===== config.mk =====
export PLATFORM = sky130hd
export DESIGN_NAME = touch_led_mode_ctrl
export DESIGN_NICKNAME = d
export VERILOG_FILES = /design/src/rtl/touch_led_mode_ctrl.sv
export SDC_FILE = /design/constraint.sdc
export NUM_CORES = 1
export LEC_CHECK = 0
export CAP_MARGIN = 30
export CORE_ASPECT_RATIO = 0.9
export CORE_UTILIZATION = 54
export DETAILED_ROUTE_END_ITERATION = 10
export GPL_TIMING_DRIVEN = 1
export HOLD_SLACK_MARGIN = 0.02
export PLACE_DENSITY_LB_ADDON = 0.12
export SLEW_MARGIN = 20
export SYNTH_ARGS = -nofsm -noshare
export SYNTH_HDL_FRONTEND = slang
export SYNTH_SLANG_ARGS = --single-unit

===== constraint.sdc =====
create_clock -name sys_clk -period 5.39 [get_ports sys_clk]
set_clock_uncertainty 0.05 [all_clocks]
set_input_delay 1.078 -clock sys_clk [delete_from_list [all_inputs] [get_ports sys_clk]]
set_output_delay 1.078 -clock sys_clk [all_outputs]
set_load 0.005 [all_outputs]

===== src/rtl/touch_led_mode_ctrl.sv =====
// -----------------------------------------------------------------------------
// touch_led_mode_ctrl
//   Gesture controller between a touch key and its LED. The raw key is
//   synchronised and debounced. Each touch is then classified as a short tap,
//   a double tap or a long press, and that class steps a three-mode LED
//   sequencer (OFF / ON / BLINK).
//
//   Optional feature macro: TOUCH_LED_PWM_EN
//     When defined, ON mode dims the LED with a free-running 4-bit PWM.
//     The duty is PWM_DUTY/16.
//     When undefined, ON mode drives a steady 1.
//
// Ports
//   sys_clk   in   system clock
//   sys_rst   in   synchronous reset, active-high
//   touch_key in   raw touch key, asynchronous, active-low (1 = idle)
//   led_out   out  LED drive, 1 = lit
//   mode      out  current mode: 0 OFF, 1 ON, 2 BLINK
//   short_ev  out  one-cycle pulse, short tap classified
//   dbl_ev    out  one-cycle pulse, double tap classified
//   long_ev   out  one-cycle pulse, long press classified
//
// Gesture FSM state is held in gest_state, and mode in mode_q, for observation.
// -----------------------------------------------------------------------------
module touch_led_mode_ctrl #(
  parameter int DEB_MAX   = 1_000_000,
  parameter int LONG_MAX  = 50_000_000,
  parameter int DBL_MAX   = 12_500_000,
  parameter int BLINK_MAX = 12_500_000
`ifdef TOUCH_LED_PWM_EN
  , parameter logic [3:0] PWM_DUTY = 4'd4
`endif
) (
  input  logic       sys_clk,
  input  logic       sys_rst,
  input  logic       touch_key,
  output logic       led_out,
  output logic [1:0] mode,
  output logic       short_ev,
  output logic       dbl_ev,
  output logic       long_ev
);

  localparam int TMR_MAX = (LONG_MAX > DBL_MAX) ? LONG_MAX : DBL_MAX;
  localparam int DW = $clog2(DEB_MAX);
  localparam int TW = $clog2(TMR_MAX);
  localparam int BW = $clog2(BLINK_MAX);

  localparam logic [DW-1:0] DEB_LAST   = DW'(DEB_MAX - 1);
  localparam logic [TW-1:0] LONG_LAST  = TW'(LONG_MAX - 1);
  localparam logic [TW-1:0] DBL_LAST   = TW'(DBL_MAX - 1);
  localparam logic [TW-1:0] TMR_LAST   = TW'(TMR_MAX - 1);
  localparam logic [BW-1:0] BLINK_LAST = BW'(BLINK_MAX - 1);

  typedef enum logic [2:0] {
    IDLE   = 3'd0,
    PRESS  = 3'd1,
    HOLD   = 3'd2,
    WAIT2  = 3'd3,
    PRESS2 = 3'd4
  } gest_t;

  typedef enum logic [1:0] {
    MODE_OFF   = 2'd0,
    MODE_ON    = 2'd1,
    MODE_BLINK = 2'd2
  } mode_t;

  // ---------------- synchroniser and debounce ----------------
  logic          sync1, key_s;
  logic          key_stable, key_stable_d;
  logic [DW-1:0] deb_cnt;
  logic          press_s, rel_s;

  always_ff @(posedge sys_clk) begin
    if (sys_rst) begin
      sync1 <= 1'b1;
      key_s <= 1'b1;
    end else begin
      sync1 <= touch_key;
      key_s <= sync1;
    end
  end

  always_ff @(posedge sys_clk) begin
    if (sys_rst) begin
      key_stable   <= 1'b1;
      key_stable_d <= 1'b1;
      deb_cnt      <= '0;
    end else begin
      key_stable_d <= key_stable;
      if (key_s != key_stable) begin
        if (deb_cnt == DEB_LAST) begin
          key_stable <= key_s;
          deb_cnt    <= '0;
        end else begin
          deb_cnt <= deb_cnt + 1'b1;
        end
      end else begin
        deb_cnt <= '0;
      end
    end
  end

  // The key is active-low, so a press is a falling debounced edge.
  assign press_s = key_stable_d & ~key_stable;
  assign rel_s   = ~key_stable_d & key_stable;

  // ---------------- gesture FSM ----------------
  gest_t         gest_state, gest_next;
  logic [TW-1:0] tmr;
  logic          short_nxt, dbl_nxt, long_nxt;

  always_ff @(posedge sys_clk) begin
    if (sys_rst) begin
      gest_state <= IDLE;
      tmr        <= '0;
      short_ev   <= 1'b0;
      dbl_ev     <= 1'b0;
      long_ev    <= 1'b0;
    end else begin
      gest_state <= gest_next;
      short_ev   <= short_nxt;
      dbl_ev     <= dbl_nxt;
      long_ev    <= long_nxt;
      // The timer restarts on every state change. It saturates so that an
      // arbitrarily long hold never wraps it.
      if (gest_next != gest_state) tmr <= '0;
      else if (tmr != TMR_LAST)    tmr <= tmr + 1'b1;
    end
  end

  always_comb begin
    gest_next = gest_state;
    short_nxt = 1'b0;
    dbl_nxt   = 1'b0;
    long_nxt  = 1'b0;
    case (gest_state)
      IDLE:   if (press_s) gest_next = PRESS;
      PRESS: begin
        // The long-press threshold wins a tie with a release. A release on
        // that very cycle ends the gesture at once instead of parking in HOLD.
        if (tmr == LONG_LAST) begin
          long_nxt  = 1'b1;
          gest_next = rel_s ? IDLE : HOLD;
        end else if (rel_s) begin
          gest_next = WAIT2;
        end
      end
      HOLD:   if (rel_s) gest_next = IDLE;
      WAIT2: begin
        if (tmr == DBL_LAST) begin
          short_nxt = 1'b1;
          gest_next = IDLE;
        end else if (press_s) begin
          gest_next = PRESS2;
        end
      end
      PRESS2: begin
        if (rel_s) begin
          dbl_nxt   = 1'b1;
          gest_next = IDLE;
        end
      end
      default: gest_next = IDLE;
    endcase
  end

  // ---------------- mode sequencer and LED ----------------
  mode_t         mode_q, mode_next;
  logic [BW-1:0] blk_cnt, blk_next;
  logic          led_next;

`ifdef TOUCH_LED_PWM_EN
  logic [3:0] pwm_cnt;

  always_ff @(posedge sys_clk) begin
    if (sys_rst) pwm_cnt <= '0;
    else         pwm_cnt <= pwm_cnt + 1'b1;
  end
`endif

  always_comb begin
    mode_next = mode_q;
    if (long_ev) begin
      mode_next = MODE_OFF;
    end else if (short_ev) begin
      mode_next = (mode_q == MODE_OFF) ? MODE_ON : MODE_OFF;
    end else if (dbl_ev) begin
      mode_next = (mode_q == MODE_BLINK) ? MODE_ON : MODE_BLINK;
    end
  end

  always_comb begin
    led_next = 1'b0;
    blk_next = '0;
    case (mode_next)
`ifdef TOUCH_LED_PWM_EN
      MODE_ON: led_next = (pwm_cnt < PWM_DUTY);
`else
      MODE_ON: led_next = 1'b1;
`endif
      MODE_BLINK: begin
        if (mode_q != MODE_BLINK) begin
          led_next = 1'b1;             // blinking always starts lit
        end else if (blk_cnt == BLINK_LAST) begin
          led_next = ~led_out;
        end else begin
          led_next = led_out;
          blk_next = blk_cnt + 1'b1;
        end
      end
      default: led_next = 1'b0;
    endcase
  end

  always_ff @(posedge sys_clk) begin
    if (sys_rst) begin
      mode_q  <= MODE_OFF;
      led_out <= 1'b0;
      blk_cnt <= '0;
    end else begin
      mode_q  <= mode_next;
      led_out <= led_next;
      blk_cnt <= blk_next;
    end
  end

  assign mode = mode_q;

endmodule

==> summary.md, run 1 <==
| Metric | Value |
|---|---|
| Layout cells sized above 1 | `5.543%` |
| Die area | `7296 sq um` |
| Worst setup SP type | `flip-flop` |
| Die width | `89.93 microns` |
| Via/cell ratio | `5.275` |
| Crit path DAT | `3.19 ns` |
| Vias | `2,854` |
| Least-Margin Pin Slew | `0.8853 ns` |
| Hold-fix buffer count after cts | `0` |
| Routed WL per cell | `12.32 microns` |
| Post-Route WL | `6665 microns` |
| Setup violations, final | `0` |
| Crit-path slowest cell | `a221o_1` |
| Cell area power density | `274.9 nW/um^2` |
| First-pass GRT wire length | `11,730 microns` |
| Yosys top cell area share | `44.22%` |
| Max Fclk | `0.3300 GHz` |
| Hold WC Path Type | `reg2reg` |
| Total power | `0.001132 W` |
| Endpoint type of the worst setup path | `flip-flop` |
| RSZ-0062 raised after global routing | `no` |
| Final Slew Violations | `0` |
| Starting Density | `56.45%` |
| # fillers | `579` |
| Initial antenna violation count | `0` |
| Initial DRC Count | `145` |
| Post-synth top area cell | `dfxtp_1` |
| Max Cap Viol | `0` |
| Post-CTS resize count | `0` |
| HPWL Detailed | `4599 microns` |
| Netlist cell types | `46` |
| Most instantiated cells after synthesis | `98 x nor2_1, 83 x dfxtp_1, 40 x xor2_1` |
| Final Wtd Congestion | `0.8948` |
| Syn. warnings | `0` |
| Vert. Die Dim | `81.14 microns` |
| Post-synthesis async set-or-reset flop share | `0%` |
| GRT Util Overall | `20.04%` |
| H-tree depth | `3` |
| Leakage | `1.354 nW` |
| Worst Path Max Fanout | `18` |
| Post-route minimum period | `3.030 ns` |
| Setup Crit Path Kind | `reg2reg` |
| CTS Buf Count | `9` |
| # IOs | `9` |
| Setup_tns | `0 ns` |
| Post-synth EDFFs | `0` |
| CP top delay family | `simple AND/OR/NAND/NOR gates` |
| Port buffer count | `8` |
| Latest clock arrival within the worst-skew pair | `0.34 ns` |
| Hold Fails Final Rpt | `0` |
| Final nets | `454` |
| Sequential fraction of the synthesis area | `44.22%` |
| Clock Tree Buf Depth | `2` |
| CTS tree | `done` |
| Synth Cell Area | `3757 sq um` |
| Syn-to-layout area delta | `9.590%` |
| Maximum VDD drop | `150.6 uV` |
| Vias in the first global route | `2,633` |
| Slowest stage delay, CP | `0.65 ns` |
| Seq cells post-synth | `83` |
| DRT Pass-1 Iters | `4` |
| Largest net degree at the start of global routing | `25` |
| Most frequent cell after synthesis | `nor2_1` |
| Core ar. | `6656 sq um` |
| Mean Syn Cell Area | `8.559 sq um` |
| Row count | `28` |
| Largest cells by area after synthesis | `dfxtp_1 44%, nor2_1 9.8%, xor2_1 9.3%` |
| Storage cell area | `1662 sq um` |
| Worst path required time | `5.55 ns` |
| Worst path bufs/invs | `0` |
| N_diodes | `0` |
| Final worst path period share | `56.21%` |
| Clock Pin Slew Worst Setup and Hold Paths | `0.08 ns` |
| Cells after Synth | `439` |
| CTS Sinks | `83` |
| Crit-path cells | `nor4bb_1, and4_1, nand4_1, xnor2_1, a221o_1, nor2_1` |
| Drt drc | `0` |
| Clock Tree Root | `clkbuf_8` |
| Syn Nets | `447` |
| Max_slew headroom | `40.98%` |
| Hold WS | `0.3657 ns` |
| # Post-CTS Setup Buffers | `0` |
| Area occupied by multi-input gates | `1991 sq um` |
| Status | `completed` |
| ANT nets after route | `0` |
| GRT overflow | `0` |
| Ys flop type | `dfxtp_1` |
## worst paths after layout
path / start / slack, ns / cells past startpoint / end
max: tmr[12] / 2.36 / 6 / tmr[2]
min: sync1 / 0.37 / 1 / key_s
min reg2reg: sync1 / 0.37 / 1 / key_s
max reg2reg: tmr[12] / 2.36 / 6 / tmr[2]
## worst register-to-register path: stages (launching register included)
cell and delay (ns):
dfxtp_1 0.39, nor4bb_1 0.35, and4_1 0.26, nand4_1 0.57
xnor2_1 0.50, a221o_1 0.65, nor2_1 0.13
## stage by stage
stage               cell area (sq um)  worst slack, ns  instances  util, %
floorplan                        3757            3.083        439        -
global placement                 3890            2.166        525    58.44
detailed placement               3890            2.170        525    58.44
CTS                              4118            2.389        541    61.86
global route                     4118            2.067        541    61.86
finish                           4118            2.360        541    61.86
## cells in the final DEF, fill, tap and decap left out, types with 7 or more instances in the layout
cell / count
a21oi_1: 7
dfxtp_1: 83
nand2_1: 30
inv_1: 11
nand3_1: 31
xor2_1: 40
nor3_1: 11
nor2_1: 98
and3_1: 8
xnor2_1: 26
clkdlybuf4s50_1: 8
clkbuf_8: 11
nand4_1: 18
## where the power goes
part	internal (W)	switching, W
clock network	0.000286	0.000213
registers	0.000615	0.00000328
logic	0.00000559	0.00000867
## registers in the layout, summed over array words and instances (netlist names), 2 cells and up
signal	count
blk_cnt	24
deb_cnt	20
gest_state	3
mode	2
tmr	26
## final cells by class
| cell class | count | area share, % |
|---|---|---|
| Clock buffer | 12 | 3.768 |
| Inverter | 12 | 1.094 |
| Sequential cell | 83 | 40.35 |
| Timing Repair Buffer | 8 | 1.945 |
| Multi-Input combinational cell | 332 | 48.34 |
| Tap cell | 90 | 2.735 |
| Clock inverter | 4 | 1.762 |
## metal layers
| metal | GRT usage (%) | up-vias | part of all wire, % | wire length [microns] |
|---|---|---|---|---|
| met5 | 0 | - | 0 | 0 |
| met4 | 8.710 | 0 | 1.0 | 67 |
| met3 | 4.869 | 9 | 3.2 | 215 |
| met2 | 31.23 | 31 | 43 | 2834 |
| met1 | 26.74 | 1319 | 53 | 3548 |
| li1 | - | 1495 | - | - |
## cells by family (layout without fill, tap and decap cells)
logic type               after synthesis  count (layout)  synth area share [%]
AO/OA/AOI/OAI                         20              20                 3.830
XOR/XNOR                              66              66                 15.38
multiplexers                           2               2                0.5661
adder cells (fa/ha/maj)                5               5                 1.665
AND/OR/NAND/NOR                      239             239                 31.54
flip-flops                            83              83                 44.22
buffers and inverters                 24              36                 2.797
(Power assumes the default switching activity.)
==> inputs of run 2 (changes only) <==
clock period = 3.14 ns   (was 5.39 ns; I/O delays follow)
==> summary.md, run 2 (same netlist as run 1, synthesis figures left out) <==
| Metric | Value |
|---|---|
| RSZ-0062 raised after global routing | `no` |
| Final Slew Violations | `0 (unchanged)` |
| Hold WS | `0.3798 ns (+0.01414 ns)` |
| GRT overflow | `0 (unchanged)` |
| Internal | `0.001530 W (+69%)` |
| Clock Pin Slew Worst Setup and Hold Paths | `0.08 ns (about the same)` |
| ANT nets after route | `0 (unchanged)` |
| Vias | `2,878 (+0.84%)` |
| Clock power frac | `42.8% (-1.3 points)` |
| Most frequent cells in the layout | `98 x nor2_1, 83 x dfxtp_1, 40 x xor2_1` |
| Syn-to-layout area delta | `9.857%` |
| Latest clock arrival within the worst-skew pair | `0.34 ns (about the same)` |
| Max Cap Viol | `0 (unchanged)` |
| Reg with most FFs | `tmr` |
| Sw Pwr | `0.0003728 W (+66%)` |
| Biggest regs | `tmr x26, blk_cnt x24, deb_cnt x20` |
| Setup violations, final | `0 (unchanged)` |
| GRT Util Overall | `20.44% (+0.41 points)` |
| Final worst slack | `0.5094 ns (-1.851 ns)` |
| Post-CTS resize count | `0 (unchanged)` |
| Routed WL per cell | `12.64 microns (+2.6%)` |
| Endpoint type of the worst setup path | `flip-flop` |
| Status | `completed` |
| Worst setup SP type | `flip-flop` |
| Hold WC Path Type | `reg2reg` |
| # IOs | `9 (unchanged)` |
| Core ar. | `6656 sq um (unchanged)` |
| # fillers | `603 (+4.1%)` |
| First-pass GRT wire length | `12,030 microns (+2.5%)` |
| Cell area power density | `460.9 nW/um^2 (+68%)` |
| Vias in the first global route | `2,619 (-0.53%)` |
| CTS tree | `done` |
| Commonest non-fill, non-tap cell in the layout | `nor2_1` |
| Total power | `0.001902 W (+68%)` |
| R2R depth | `7 (+1)` |
| Maximum VDD drop | `288.7 uV (+92%)` |
| Worst path required time | `3.35 ns (-2.20 ns)` |
| Max Fclk | `0.3801 GHz (+15%)` |
| Seq pwr share | `55.8% (+1.1 points)` |
| Layout cells sized above 1 | `6.181% (+0.64 points)` |
| Port buffer count | `8 (unchanged)` |
| Drt drc | `0 (unchanged)` |
| # Post-CTS Setup Buffers | `0 (unchanged)` |
| Clock Tree Buf Depth | `2 (unchanged)` |
| DRT Pass-1 Iters | `4 (unchanged)` |
| Final Wtd Congestion | `0.8428 (-5.8%)` |
| Crit path DAT | `2.84 ns (-0.35 ns)` |
| Largest register FFs | `26 (unchanged)` |
| Final nets | `457 (+0.66%)` |
| Die area | `7296 sq um (unchanged)` |
| N_diodes | `0 (unchanged)` |
| Post-Route WL | `6866 microns (+3.0%)` |
| Finished Core Util | `62.01% (+0.15 points)` |
| Worst slack, placed | `0.5335 ns (-1.637 ns)` |
| Vert. Die Dim | `81.14 microns (unchanged)` |
| Max_slew headroom | `52.35% (+11 points)` |
| Initial antenna violation count | `0 (unchanged)` |
| Worst Path Max Fanout | `18 (unchanged)` |
| H-tree depth | `3 (unchanged)` |
| Leakage | `1.363 nW (+0.64%)` |
| Via/cell ratio | `5.300 (+0.47%)` |
| Setup Crit Path Kind | `reg2reg` |
| CTS Buf Count | `9 (unchanged)` |
| Row count | `28 (unchanged)` |
| Final worst path period share | `83.78% (+28 points)` |
| CTS Sinks | `83 (unchanged)` |
| Setup_tns | `0 ns (unchanged)` |
| Gate power share | `1.4% (about the same)` |
| Initial DRC Count | `148 (+2.1%)` |
| HPWL Detailed | `4896 microns (+6.5%)` |
| Worst hold path stage count | `1 (unchanged)` |
| Post-route minimum period | `2.631 ns (-0.3993 ns)` |
| Switching Share | `19.60% (-0.28 points)` |
| Die width | `89.93 microns (unchanged)` |
| Starting Density | `56.45% (unchanged)` |
| Hold-fix buffer count after cts | `0 (unchanged)` |
| Largest net degree at the start of global routing | `25 (unchanged)` |
| Least-Margin Pin Slew | `0.7093 ns (-0.1760 ns)` |
| Clock Tree Root | `clkbuf_8` |
| Hold Fails Final Rpt | `0 (unchanged)` |
## run 2: through the flow
stage / std cells / cell area [sq um]
final: 543 / 4128
after global placement: 528 / 3913
after floorplan: 439 / 3757
after global routing: 543 / 4128
after CTS: 543 / 4128
after detailed placement: 528 / 3913
## run 2: final cells by class
class                           count  area [sq um]  share of cell area, %
Timing Repair Buffer               11         102.6                  2.486
Sequential cell                    83          1662                  40.25
Multi-Input combinational cell    332          1991                  48.23
Clock inverter                      5         77.57                  1.879
Inverter                           12         45.04                  1.091
Clock buffer                       10         137.6                  3.334
Tap cell                           90         112.6                  2.728
## run 2: layer usage
layer | track usage (%) | wire length (microns) | vias up
met5 | 0 | 0 | -
met4 | 5.806 | 30 | 0
met2 | 31.69 | 2948 | 58
li1 | - | - | 1501
met1 | 28.46 | 3584 | 1317
met3 | 5.056 | 302 | 2
## run 2: worst paths after layout
kind                 end  slack [ns]  startpoint
setup / recovery  tmr[4]        0.51      tmr[0]
hold / removal     key_s        0.38       sync1
setup reg to reg  tmr[4]        0.51      tmr[0]
hold reg to reg    key_s        0.38       sync1
## run 2: critical path, cell delays in order, from the launching register on
cell	delay, ns
dfxtp_1	0.36
ha_1	0.27
and4_4	0.22
nor4b_1	0.14
and4_4	0.21
or4b_1	0.46
a221o_1	0.57
a211oi_2	0.28
## run 2: power groups by stage
stage	sequential, W	combinational, W	clock, W
final	0.00106	0.0000265	0.000814
after global placement	0.00109	0.0000253	0
after global routing	0.00106	0.0000301	0.000887
after detailed placement	0.00109	0.0000271	0
after CTS	0.00106	0.0000273	0.000840
after floorplan	0.00109	0.0000209	0
